$ cat src/rtl/reg_file_ctrl_pkg.sv
// reg_file_ctrl_pkg
//   Shared definitions for the register-file initiator controller:
//   default register-file geometry, the CMD_OP encoding and the FSM state
//   encoding used by reg_file_ctrl.
//   Build option: REG_FILE_CTRL_DUMP_EN (defined -> DUMP command built in).
package reg_file_ctrl_pkg;

    localparam int unsigned RF_DATA_W   = 8;
    localparam int unsigned RF_ADDR_W   = 3;
    localparam int unsigned RF_NUM_REGS = 8;

    typedef enum logic [1:0] {
        OP_NOP   = 2'b00,
        OP_WRITE = 2'b01,
        OP_READ2 = 2'b10,
        OP_DUMP  = 2'b11
    } cmd_op_t;

    // State encoding kept as plain constants so legacy code comparing raw
    // state values continues to work.
    typedef logic [2:0] state_t;

    localparam state_t S_IDLE      = 3'd0;
    localparam state_t S_WR        = 3'd1;
    localparam state_t S_RWAIT     = 3'd2;
    localparam state_t S_RESP      = 3'd3;
    localparam state_t S_DUMP_NEXT = 3'd4;

endpackage

$ cat src/rtl/reg_file_rd_timer.sv
// reg_file_rd_timer
//   Loadable down-counter that times the register-file read latency.
//   Ports:
//     clk_i       rising-edge clock
//     rst_i       synchronous active-high reset
//     load_i      load load_val_i (takes priority over counting)
//     load_val_i  latency to wait, 1..2**CNT_W-1
//     done_o      high in the last cycle of the wait (count == 1), i.e. the
//                 cycle in which the read data is to be sampled
module reg_file_rd_timer #(
    parameter int unsigned CNT_W = 3
) (
    input  logic             clk_i,
    input  logic             rst_i,
    input  logic             load_i,
    input  logic [CNT_W-1:0] load_val_i,
    output logic             done_o
);

    logic [CNT_W-1:0] count_q, count_d;

    always_comb begin
        count_d = count_q;
        if (load_i) begin
            count_d = load_val_i;
        end else if (count_q != '0) begin
            count_d = count_q - CNT_W'(1);
        end
    end

    always_ff @(posedge clk_i) begin
        if (rst_i) begin
            count_q <= '0;
        end else begin
            count_q <= count_d;
        end
    end

    assign done_o = (count_q == CNT_W'(1));

endmodule

$ cat src/rtl/reg_file_ctrl.sv
// reg_file_ctrl
//   Initiator-side controller for the 8x8 register file. Accepts commands
//   (NOP / WRITE / READ2 / DUMP) on a valid/ready handshake, drives the
//   register file write port and both read-address ports, waits RD_LAT
//   cycles and returns read data on a second valid/ready handshake.
//   Ports:
//     CLK, RESET                       clock, synchronous active-high reset
//     CMD_VALID/CMD_READY/CMD_OP       command handshake and opcode
//     CMD_WADDR/CMD_WDATA              write address / data
//     CMD_RADDR1/CMD_RADDR2            read addresses
//     RF_IN/RF_INADDRESS/RF_WRITE      register file write port
//     RF_OUT1ADDRESS/RF_OUT2ADDRESS    register file read addresses
//     RF_OUT1/RF_OUT2                  register file read data
//     RSP_VALID/RSP_READY              response handshake
//     RSP_DATA1/RSP_DATA2/RSP_ADDR     response data and RSP_DATA1 address
//     RSP_LAST                         final response of a command
//   Build option: REG_FILE_CTRL_DUMP_EN -- when defined, op 11 reads all
//   registers as four pairs; otherwise op 11 is a NOP.
module reg_file_ctrl
    import reg_file_ctrl_pkg::*;
#(
    parameter int unsigned DATA_W = RF_DATA_W,
    parameter int unsigned ADDR_W = RF_ADDR_W,
    parameter int unsigned RD_LAT = 1
) (
    input  logic              CLK,
    input  logic              RESET,
    input  logic              CMD_VALID,
    output logic              CMD_READY,
    input  logic [1:0]        CMD_OP,
    input  logic [ADDR_W-1:0] CMD_WADDR,
    input  logic [DATA_W-1:0] CMD_WDATA,
    input  logic [ADDR_W-1:0] CMD_RADDR1,
    input  logic [ADDR_W-1:0] CMD_RADDR2,
    output logic [DATA_W-1:0] RF_IN,
    output logic [ADDR_W-1:0] RF_INADDRESS,
    output logic              RF_WRITE,
    output logic [ADDR_W-1:0] RF_OUT1ADDRESS,
    output logic [ADDR_W-1:0] RF_OUT2ADDRESS,
    input  logic [DATA_W-1:0] RF_OUT1,
    input  logic [DATA_W-1:0] RF_OUT2,
    output logic              RSP_VALID,
    input  logic              RSP_READY,
    output logic [DATA_W-1:0] RSP_DATA1,
    output logic [DATA_W-1:0] RSP_DATA2,
    output logic [ADDR_W-1:0] RSP_ADDR,
    output logic              RSP_LAST
);

    localparam int unsigned LAT_W = 3;

    state_t            state_q, state_d;
    logic [DATA_W-1:0] rf_in_q, rf_in_d;
    logic [ADDR_W-1:0] rf_inaddr_q, rf_inaddr_d;
    logic              rf_write_q, rf_write_d;
    logic [ADDR_W-1:0] rd_addr1_q, rd_addr1_d;
    logic [ADDR_W-1:0] rd_addr2_q, rd_addr2_d;
    logic [DATA_W-1:0] rsp_data1_q, rsp_data1_d;
    logic [DATA_W-1:0] rsp_data2_q, rsp_data2_d;
    logic [ADDR_W-1:0] rsp_addr_q, rsp_addr_d;
    logic              rsp_last_q, rsp_last_d;
`ifdef REG_FILE_CTRL_DUMP_EN
    logic              dump_q, dump_d;
    logic [1:0]        pair_q, pair_d;
`endif

    logic timer_load;
    logic timer_done;
    logic cmd_ready;

    reg_file_rd_timer #(
        .CNT_W (LAT_W)
    ) u_rd_timer (
        .clk_i      (CLK),
        .rst_i      (RESET),
        .load_i     (timer_load),
        .load_val_i (LAT_W'(RD_LAT)),
        .done_o     (timer_done)
    );

    assign cmd_ready = (state_q == S_IDLE) && !RESET;

    always_comb begin
        state_d     = state_q;
        rf_in_d     = rf_in_q;
        rf_inaddr_d = rf_inaddr_q;
        rf_write_d  = rf_write_q;
        rd_addr1_d  = rd_addr1_q;
        rd_addr2_d  = rd_addr2_q;
        rsp_data1_d = rsp_data1_q;
        rsp_data2_d = rsp_data2_q;
        rsp_addr_d  = rsp_addr_q;
        rsp_last_d  = rsp_last_q;
`ifdef REG_FILE_CTRL_DUMP_EN
        dump_d      = dump_q;
        pair_d      = pair_q;
`endif
        timer_load  = 1'b0;

        case (state_q)
            S_IDLE: begin
                if (CMD_VALID && cmd_ready) begin
                    case (cmd_op_t'(CMD_OP))
                        OP_WRITE: begin
                            rf_in_d     = CMD_WDATA;
                            rf_inaddr_d = CMD_WADDR;
                            rf_write_d  = 1'b1;
                            state_d     = S_WR;
                        end
                        OP_READ2: begin
                            rd_addr1_d = CMD_RADDR1;
                            rd_addr2_d = CMD_RADDR2;
                            timer_load = 1'b1;
                            state_d    = S_RWAIT;
`ifdef REG_FILE_CTRL_DUMP_EN
                            dump_d     = 1'b0;
`endif
                        end
`ifdef REG_FILE_CTRL_DUMP_EN
                        OP_DUMP: begin
                            rd_addr1_d = ADDR_W'(0);
                            rd_addr2_d = ADDR_W'(1);
                            pair_d     = 2'd0;
                            dump_d     = 1'b1;
                            timer_load = 1'b1;
                            state_d    = S_RWAIT;
                        end
`endif
                        default: ;
                    endcase
                end
            end
            S_WR: begin
                rf_write_d = 1'b0;
                state_d    = S_IDLE;
            end
            // DUMP_NEXT is the first wait cycle of a follow-on dump pair; it
            // times out exactly like RWAIT.
            S_RWAIT, S_DUMP_NEXT: begin
                if (timer_done) begin
                    rsp_data1_d = RF_OUT1;
                    rsp_data2_d = RF_OUT2;
                    rsp_addr_d  = rd_addr1_q;
                    rsp_last_d  = 1'b1;
`ifdef REG_FILE_CTRL_DUMP_EN
                    if (dump_q) begin
                        rsp_last_d = (pair_q == 2'd3);
                    end
`endif
                    state_d = S_RESP;
                end else begin
                    state_d = S_RWAIT;
                end
            end
            S_RESP: begin
                if (RSP_READY) begin
                    state_d = S_IDLE;
`ifdef REG_FILE_CTRL_DUMP_EN
                    // Next pair's addresses are registered at the handshake
                    // edge so they are on the bus in the following cycle.
                    if (dump_q && !rsp_last_q) begin
                        pair_d     = pair_q + 2'd1;
                        rd_addr1_d = ADDR_W'({pair_d, 1'b0});
                        rd_addr2_d = ADDR_W'({pair_d, 1'b1});
                        timer_load = 1'b1;
                        state_d    = S_DUMP_NEXT;
                    end else begin
                        dump_d = 1'b0;
                    end
`endif
                end
            end
            default: state_d = S_IDLE;
        endcase
    end

    always_ff @(posedge CLK) begin
        if (RESET) begin
            state_q     <= S_IDLE;
            rf_in_q     <= '0;
            rf_inaddr_q <= '0;
            rf_write_q  <= 1'b0;
            rd_addr1_q  <= '0;
            rd_addr2_q  <= '0;
            rsp_data1_q <= '0;
            rsp_data2_q <= '0;
            rsp_addr_q  <= '0;
            rsp_last_q  <= 1'b0;
`ifdef REG_FILE_CTRL_DUMP_EN
            dump_q      <= 1'b0;
            pair_q      <= '0;
`endif
        end else begin
            state_q     <= state_d;
            rf_in_q     <= rf_in_d;
            rf_inaddr_q <= rf_inaddr_d;
            rf_write_q  <= rf_write_d;
            rd_addr1_q  <= rd_addr1_d;
            rd_addr2_q  <= rd_addr2_d;
            rsp_data1_q <= rsp_data1_d;
            rsp_data2_q <= rsp_data2_d;
            rsp_addr_q  <= rsp_addr_d;
            rsp_last_q  <= rsp_last_d;
`ifdef REG_FILE_CTRL_DUMP_EN
            dump_q      <= dump_d;
            pair_q      <= pair_d;
`endif
        end
    end

    assign CMD_READY      = cmd_ready;
    assign RF_IN          = rf_in_q;
    assign RF_INADDRESS   = rf_inaddr_q;
    assign RF_WRITE       = rf_write_q;
    assign RF_OUT1ADDRESS = rd_addr1_q;
    assign RF_OUT2ADDRESS = rd_addr2_q;
    assign RSP_VALID      = (state_q == S_RESP);
    assign RSP_DATA1      = rsp_data1_q;
    assign RSP_DATA2      = rsp_data2_q;
    assign RSP_ADDR       = rsp_addr_q;
    assign RSP_LAST       = rsp_last_q;

endmodule

$ cat config.mk
export PLATFORM = sky130hd
export DESIGN_NAME = reg_file_ctrl
export DESIGN_NICKNAME = d
export VERILOG_FILES = /design/src/rtl/reg_file_ctrl_pkg.sv /design/src/rtl/reg_file_rd_timer.sv /design/src/rtl/reg_file_ctrl.sv
export SDC_FILE = /design/constraint.sdc
export NUM_CORES = 1
export LEC_CHECK = 0
export BUFFER_PORTS_ARGS = -buffer_cell sky130_fd_sc_hd__buf_2
export CORE_MARGIN = 2
export CORE_UTILIZATION = 46
export CTS_CLUSTER_SIZE = 14
export DETAILED_ROUTE_END_ITERATION = 10
export PLACE_DENSITY = 0.78
export SETUP_SLACK_MARGIN = 0.4
export SYNTH_ARGS = -nofsm -noshare
export SYNTH_HDL_FRONTEND = slang
export SYNTH_HIERARCHICAL = 1
export SYNTH_SLANG_ARGS = --single-unit
$ cat constraint.sdc
create_clock -name CLK -period 2.06 [get_ports CLK]
set_input_delay 0.309 -clock CLK [delete_from_list [all_inputs] [get_ports CLK]]
set_output_delay 0.309 -clock CLK [all_outputs]
set_load 0.05 [all_outputs]
==> impl_summary.txt, run 1 <==
----------------------------------------------------
[Status]
  Status ... finished, final reports clean

[Setup path]
  R2R setup slack ... 0.46 ns
  Crit path capture type ... output port
  Largest fanout on the critical path ... 18
  Reg-to-Reg Start ... state_q[1]
  Crit path kind ... reg2out
  Setup crit start kind ... register
  Data required time of the worst path ... 1.75 ns
  Cell depth of the worst flop-to-flop path ... 5
  R2r endpoint ... u_rd_timer/count_q[1]
  Data arrival time at the worst-slack endpoint ... 1.35 ns

[Detailed routing]
  Vias per cell ... 4.949
  First DRT Iteration DRCs ... 138
  DR DRC count ... 0
  Wire length per cell ... 11.96 um
  Post-Route WL ... 4007 um
  Via count ... 1658
  Routed Antenna Nets ... 0
  Drt pass-1 iters ... 4

[STA]
  Final period utilization ... 0.8065
  Maximum clock skew at final layout ... 0.009693 ns
  Finish-stage setup viols ... 0
  Post-layout minimum cycle time ... 1.661 ns
  Number of max-slew violations in the final report ... 0
  Final hold violation count ... 0
  Maximum achievable frequency ... 601.9 MHz
  Fin Hold WS ... 0.2504 ns
  Setup repair after global routing missed its margin ... yes
  Setup Total Neg Slack ... 0 ns

[Die]
  Die Width ... 66.06 um
  Initial Util ... 0.4803
  Die H ... 66.06 um
  I/O pins ... 79
  Area of the core ... 0.003689 mm^2
  Die outline area ... 0.004364 mm^2
  Number of rows in the core area ... 22

[Clocking]
  TritonCTS buffer count ... 5
  Worst-case clock buffer depth ... 2
  CTS tree ... built
  Clock-pin slew reported for the worst setup and hold paths after clock tree synthesis ... 0.08 ns
  Hold_buf cts ... 0
  H-tree levels ... 2
  Clock Latency Late Sink ... 0.29 ns
  Clk sinks ... 43
  Clock tree root buffer cell ... clkbuf_8

[Synthesis]
  Synthesis warning total ... 6
  Instance count of the mapped netlist ... 210
  Fraction of synthesized cell area taken by the top area cell type ... 0.4859
  Count of different cell masters after synthesis ... 31
  Portion of the post-synthesis area used by sequential elements ... 0.4859
  Most area-hungry cell type in the Yosys netlist ... dfxtp_1
  Netlist area before placement ... 0.001772 mm^2
  Synthesized area per cell ... 8.437 um^2
  Number of synthesized register bits ... 43
  Largest cells by area after synthesis ... dfxtp_1 49%, a21oi_1 11%, nand2_1 8.3%, nand3_1 4.5%, o21ai_0 4.2%

[Global route]
  Vias in the first global route ... 1472
  Number of antenna violations at the first check in global routing ... 0
  GRT overflow ... 0
  GR Util All Layers ... 0.1912
  First-pass GRT wire length ... 6472 um
  Largest net degree at the start of global routing ... 44

[Layout]
  Fraction of the core area covered by cells at the end of the flow ... 0.6258
  Fraction of layout instances using a drive strength above 1 ... 0.3519
  Number of nets in the layout ... 328
  Final non-filler cell area ... 0.002308 mm^2
  Layout area overhead ... 30.30%
  Number of antenna repair diodes ... 0
  Layout Cells excl Fill ... 335

[Min path]
  Instance count along the most critical hold path ... 3
  Worst Min Path Start ... RF_OUT1[6]
  Min-Delay Path Class ... in2reg
  Hold Crit Endpoint ... RSP_DATA1[6]

[Place]
  Cell area after placement ... 0.002160 mm^2
  Cell total after placement ... 326
  DP HPWL ... 2750 um
  Number of port buffers ... 78
  GP Congestion ... 0.7291

[Power]
  Switching share of power ... 0.2884
  Total power density per cell area ... 867.5 mW/mm^2
  Internal portion of total power ... 1.425 mW
  Sequential fraction of design power ... 0.459
  Combinational fraction of design power ... 0.220
  Share of total power in the clock network ... 0.321
  Leakage power ... 1.008 nW
  Switching power ... 0.5776 mW
  Maximum vdd ir drop ... 0.6966 mV

[Job]
  Max capacitance violation total ... 0

----------------------------------------------------
-- critical path, cell delays in order (launching register included) --
cell and delay [ns]:
dfxtp_2 0.35, or3_4 0.43, inv_8 0.13, buf_8 0.15
-- Yosys cell counts, drive strengths merged --
library cell,count
dfxtp,43
nand2,39
a21oi,38
o21ai,18
nand3,17
clkbuf,8
nor2b,7
buf,6
inv,5
nor2,4
and3b,3
ha,3
nand3b,3
a2111oi,2
conb,2
nor4b,2
or3,2
a211oi,1
a2bb2oi,1
a311oi,1
and2,1
and2b,1
nand2b,1
or2b,1
or3b,1
-- power groups by stage --
stage	logic, mW	clock network, mW	registers (mW)
after global placement	0.398	0	0.935
after CTS	0.416	0.659	0.918
after detailed placement	0.404	0	0.936
final	0.440	0.643	0.920
after global routing	0.498	0.690	0.925
after floorplan	0.257	0	0.992
-- per-stage QoR --
| step | worst slack, ns | power (mW) |
|---|---|---|
| after floorplan | 0.3981 | 1.249 |
| after global placement | 0.4387 | 1.333 |
| after detailed placement | 0.3615 | 1.339 |
| after CTS | 0.3871 | 1.992 |
| after global routing | 0.3406 | 2.112 |
| final | 0.3987 | 2.003 |
-- placed cells by master (no fill, tap or decap) --
| cell | n |
|---|---|
| a21oi_1 | 38 |
| o21ai_1 | 3 |
| nor2_4 | 1 |
| inv_8 | 1 |
| or3_4 | 1 |
| nand2_1 | 39 |
| nand3_1 | 16 |
| and2b_2 | 1 |
| or3b_1 | 1 |
| buf_8 | 1 |
| buf_2 | 77 |
| clkinv_2 | 1 |
| nand2b_1 | 1 |
| nand3_2 | 1 |
| a211oi_1 | 1 |
| nand3b_1 | 3 |
| and3b_2 | 1 |
| bufinv_16 | 1 |
| and3b_1 | 2 |
| nor4b_1 | 2 |
| or2b_1 | 1 |
| a2111oi_2 | 2 |
| buf_4 | 4 |
| a311oi_2 | 1 |
| dfxtp_1 | 41 |
| dfxtp_2 | 2 |
| nor2b_1 | 7 |
| conb_1 | 3 |
| o21ai_0 | 15 |
| nor2_1 | 3 |
| inv_1 | 4 |
| clkinv_4 | 1 |
| and2_1 | 1 |
| a2bb2oi_1 | 1 |
| clkbuf_8 | 5 |
| or3_1 | 1 |
| ha_1 | 3 |
-- sequential cells by signal, summed over array words and instances (netlist names) --
| register | cells |
|---|---|
| RSP_LAST | 1 |
| RSP_DATA2 | 8 |
| RSP_ADDR | 3 |
| RSP_DATA1 | 8 |
| RF_OUT1ADDRESS | 3 |
| RF_IN | 8 |
| RF_OUT2ADDRESS | 3 |
| RF_INADDRESS | 3 |
| RF_WRITE | 1 |
| u_rd_timer/count_q | 3 |
| state_q | 2 |
-- metal layers --
metal	part of all wire	global-route usage	vias up	wire length (um)
met3	0.047	0.05792	2	190
met1	0.45	0.2415	754	1801
met4	0.0047	0.04592	0	19
met5	0	0	-	0
met2	0.50	0.3194	36	1995
li1	-	-	866	-
-- repair_timing --
action                                 4_1_cts  5_1_grt
buffers inserted                             1        0
pin swaps                                    4        1
cloned                                       0        0
endpoints found under the hold margin        0        0
gates resized for setup                      6        3
setup endpoints to repair                   20        3
-- area by class of cell --
cell class / instances / area [um^2]
clock buffer: 5 / 68.82
clock inverter: 3 / 43.79
fill: 363 / 1380
inverter: 5 / 26.28
multi-input combinational: 149 / 815.8
sequential: 43 / 863.3
tap: 48 / 60.06
timing repair buffer: 82 / 430.4
-- worst max path at each step --
| stage | endpoint | slack, ns | depth (start not counted) | startpoint |
|---|---|---|---|---|
| 2_1_floorplan | u_rd_timer/count_q[0] | 0.40 | 7 | state_q[0] |
| 3_3_place_gp | RSP_DATA1[4] | 0.44 | 6 | u_rd_timer/count_q[1] |
| 3_5_place_dp | RSP_DATA1[1] | 0.36 | 6 | u_rd_timer/count_q[1] |
| 4_1_cts | CMD_READY | 0.39 | 3 | state_q[1] |
| 5_1_grt | u_rd_timer/count_q[1] | 0.34 | 5 | state_q[1] |
| 6_report | CMD_READY | 0.40 | 3 | state_q[1] |
-- cell families after synthesis --
kind of cell / Yosys count / share of synthesized area
fa+ha+maj: 3 / 0.02119
other cells: 2 / 0.004239
buf+inv: 19 / 0.06920
compound gates: 61 / 0.1871
simple gates: 82 / 0.2324
flops: 43 / 0.4859
No activity file was read; power rests on OpenSTA's default activity.
==> run 2, diff against run 1 <==
--- a/config.mk
+++ b/config.mk
@@ -7,10 +7,10 @@
 export LEC_CHECK = 0
 export BUFFER_PORTS_ARGS = -buffer_cell sky130_fd_sc_hd__buf_2
 export CORE_MARGIN = 2
-export CORE_UTILIZATION = 46
+export CORE_UTILIZATION = 42
 export CTS_CLUSTER_SIZE = 14
 export DETAILED_ROUTE_END_ITERATION = 10
-export PLACE_DENSITY = 0.78
+export PLACE_DENSITY = 0.75
 export SETUP_SLACK_MARGIN = 0.4
 export SYNTH_ARGS = -nofsm -noshare
 export SYNTH_HDL_FRONTEND = slang
==> constraint.sdc (replaced) <==
create_clock -name CLK -period 1.5 [get_ports CLK]
set_input_delay 0.225 -clock CLK [delete_from_list [all_inputs] [get_ports CLK]]
set_output_delay 0.225 -clock CLK [all_outputs]
set_load 0.05 [all_outputs]
==> run 2 against run 1 <==
The flow now finishes with violations (setup timing); critical path type is now reg2reg; highest routed layer unchanged; design area grew 52%; largest cell class is now multi-input combinational cells; wire length up 130%; sequential power grew 41%.
==> impl_summary.txt, run 2 (synthesis gave the netlist of run 1 again) <==
----------------------------------------------------
[Status]
  Status ... finished, violations left
  Violated checks ... setup timing

[Die]
  I/O pins ... 79
  Initial Util ... 0.4398
  Die Width ... 68.95 um
  Number of rows in the core area ... 23
  Area of the core ... 0.004029 mm^2
  Die outline area ... 0.004754 mm^2
  Die H ... 68.95 um

[Setup path]
  R2r endpoint ... RF_OUT1ADDRESS[1]
  Largest fanout on the critical path ... 8
  Data arrival time at the worst-slack endpoint ... 1.85 ns
  Series of cell instances along the critical path ... or3_4 > buf_8 > buf_4 > o21ai_0 > a21oi_2
  Critical path buffer and inverter count ... 2
  Reg-to-Reg Start ... state_q[1]
  Number of stages on the worst setup path ... 5
  Crit path kind ... reg2reg
  Cell with the biggest individual delay on the critical path ... or3_4
  Data required time of the worst path ... 1.68 ns
  Largest delay contributor family on the critical path ... compound AO/OA/AOI/OAI gates
  Crit path capture type ... register
  CP max stage delay ... 0.41 ns
  Cell depth of the worst flop-to-flop path ... 5
  Setup crit start kind ... register
  R2R setup slack ... -0.17 ns

[Global route]
  Largest net degree at the start of global routing ... 44
  GRT overflow ... 0
  Vias in the first global route ... 1914
  First-pass GRT wire length ... 9342 um
  Number of antenna violations at the first check in global routing ... 0
  GR Util All Layers ... 0.2802

[Clocking]
  Hold_buf cts ... 0
  TritonCTS buffer count ... 5
  Clock Latency Late Sink ... 0.32 ns
  Clock tree root buffer cell ... clkbuf_8
  Worst-case clock buffer depth ... 2
  Clk sinks ... 43
  Clock-pin slew reported for the worst setup and hold paths after clock tree synthesis ... 0.09 ns
  CTS tree ... built
  H-tree levels ... 2

[Power]
  Switching power ... 1.191 mW
  Leakage power ... 1.400 nW
  Combinational fraction of design power ... 0.347
  Share of total power in the clock network ... 0.284
  Switching share of power ... 0.3376
  Sequential fraction of design power ... 0.369
  Internal portion of total power ... 2.336 mW
  Maximum vdd ir drop ... 0.6176 mV
  Total power density per cell area ... 1007 mW/mm^2

[STA]
  Final period utilization ... 1.114
  Maximum clock skew at final layout ... 0.01116 ns
  Post-layout minimum cycle time ... 1.671 ns
  Final hold violation count ... 0
  Number of max-slew violations in the final report ... 0
  Crit path setup slack, layout ... -0.1711 ns
  Finish-stage setup viols ... 40
  Remaining max-slew budget at the tightest pin ... 0.5157
  Setup repair after global routing missed its margin ... yes
  Maximum achievable frequency ... 598.4 MHz
  Slew of the pin with the lowest slew margin ... 0.7264 ns

[Detailed routing]
  Post-Route WL ... 9290 um
  Vias per cell ... 6.154
  Via count ... 2271
  Drt pass-1 iters ... 5
  First DRT Iteration DRCs ... 242
  Wire length per cell ... 25.18 um
  DR DRC count ... 0
  Routed Antenna Nets ... 0

[Place]
  DP HPWL ... 3180 um
  Cell total after placement ... 338
  Number of port buffers ... 78
  GP Congestion ... 0.7906

[Min path]
  Instance count along the most critical hold path ... 3
  Min-Delay Path Class ... in2reg
  Worst Min Path Start ... RF_OUT2[7]
  Hold Crit Endpoint ... RSP_DATA2[7]

[Layout]
  Layout Cells excl Fill ... 369
  Layout area overhead ... 97.74%
  Top library cells by usage in the layout, fill and taps aside ... 41 x buf_6, 38 x buf_2, 35 x a21oi_2, 23 x dfxtp_2
  Number of nets in the layout ... 360
  Number of antenna repair diodes ... 0
  Fraction of layout instances using a drive strength above 1 ... 0.7868
  Commonest non-fill, non-tap cell in the layout ... buf_6
  Fraction of the core area covered by cells at the end of the flow ... 0.8696

[Job]
  Max capacitance violation total ... 0

----------------------------------------------------
==> run 2: worst max path at each step <==
stage	end	start	slack [ns]
after global placement	CMD_READY	RESET	0.01
after floorplan	u_rd_timer/count_q[0]	state_q[0]	-0.11
final	RF_OUT1ADDRESS[1]	state_q[1]	-0.17
after detailed placement	RF_OUT1ADDRESS[0]	RESET	0.006
after global routing	RF_OUT1ADDRESS[1]	state_q[1]	-0.17
after CTS	CMD_READY	state_q[1]	-0.07
==> run 2: layer usage <==
layer / part of all wire / track usage / vias to the layer above
met3: 0.098 / 0.08279 / 64
met2: 0.49 / 0.4760 / 206
met4: 0.062 / 0.1373 / 0
met1: 0.35 / 0.3196 / 1067
li1: - / - / 934
met5: 0 / 0 / -
==> run 2: worst reg2reg max path, cell delays in order, from the launching register on <==
cell	delay (ns)
dfxtp_2	0.34
or3_4	0.41
buf_8	0.16
buf_4	0.17
o21ai_0	0.35
a21oi_2	0.11
==> run 2: timing repair <==
| action | 4_1_cts | 5_1_grt |
|---|---|---|
| pin swaps | 58 | 32 |
| gates cloned | 7 | 0 |
| resized for setup | 155 | 95 |
| endpoints found under the setup margin | 81 | 67 |
| setup buffers | 12 | 4 |
==> run 2: metrics by stage <==
step | power [mW] | setup WS, ns | TNS (ns) | hold WS (ns) | area, um^2
global placement | 1.874 | 0.01005 | 0 | 0.4359 | 2275
finish | 3.526 | -0.1711 | -2.621 | 0.1481 | 3503
CTS | 3.126 | -0.07363 | -0.3935 | 0.1476 | 3142
floorplan | 1.728 | -0.1086 | -0.2173 | 0.2929 | 1822
global route | 3.586 | -0.1651 | -3.843 | 0.1505 | 3503
detailed placement | 1.889 | 0.006127 | 0 | 0.4408 | 2275
==> run 2: power groups by stage <==
stage          clock [mW]  combinational, mW  sequential [mW]
2_1_floorplan           0              0.365             1.36
3_3_place_gp            0              0.593             1.28
3_5_place_dp            0              0.607             1.28
4_1_cts             0.940              0.910             1.28
5_1_grt              1.03               1.26             1.30
6_report             1.00               1.22             1.30
==> run 2: cell type report <==
class / count / area (um^2)
Fill cell: 166 / 525.5
Inverter: 5 / 28.78
Timing Repair Buffer: 114 / 1115
Multi-Input combinational cell: 149 / 1290
Clock inverter: 2 / 35.03
Tap cell: 50 / 62.56
Sequential cell: 43 / 889.6
Clock buffer: 6 / 82.58
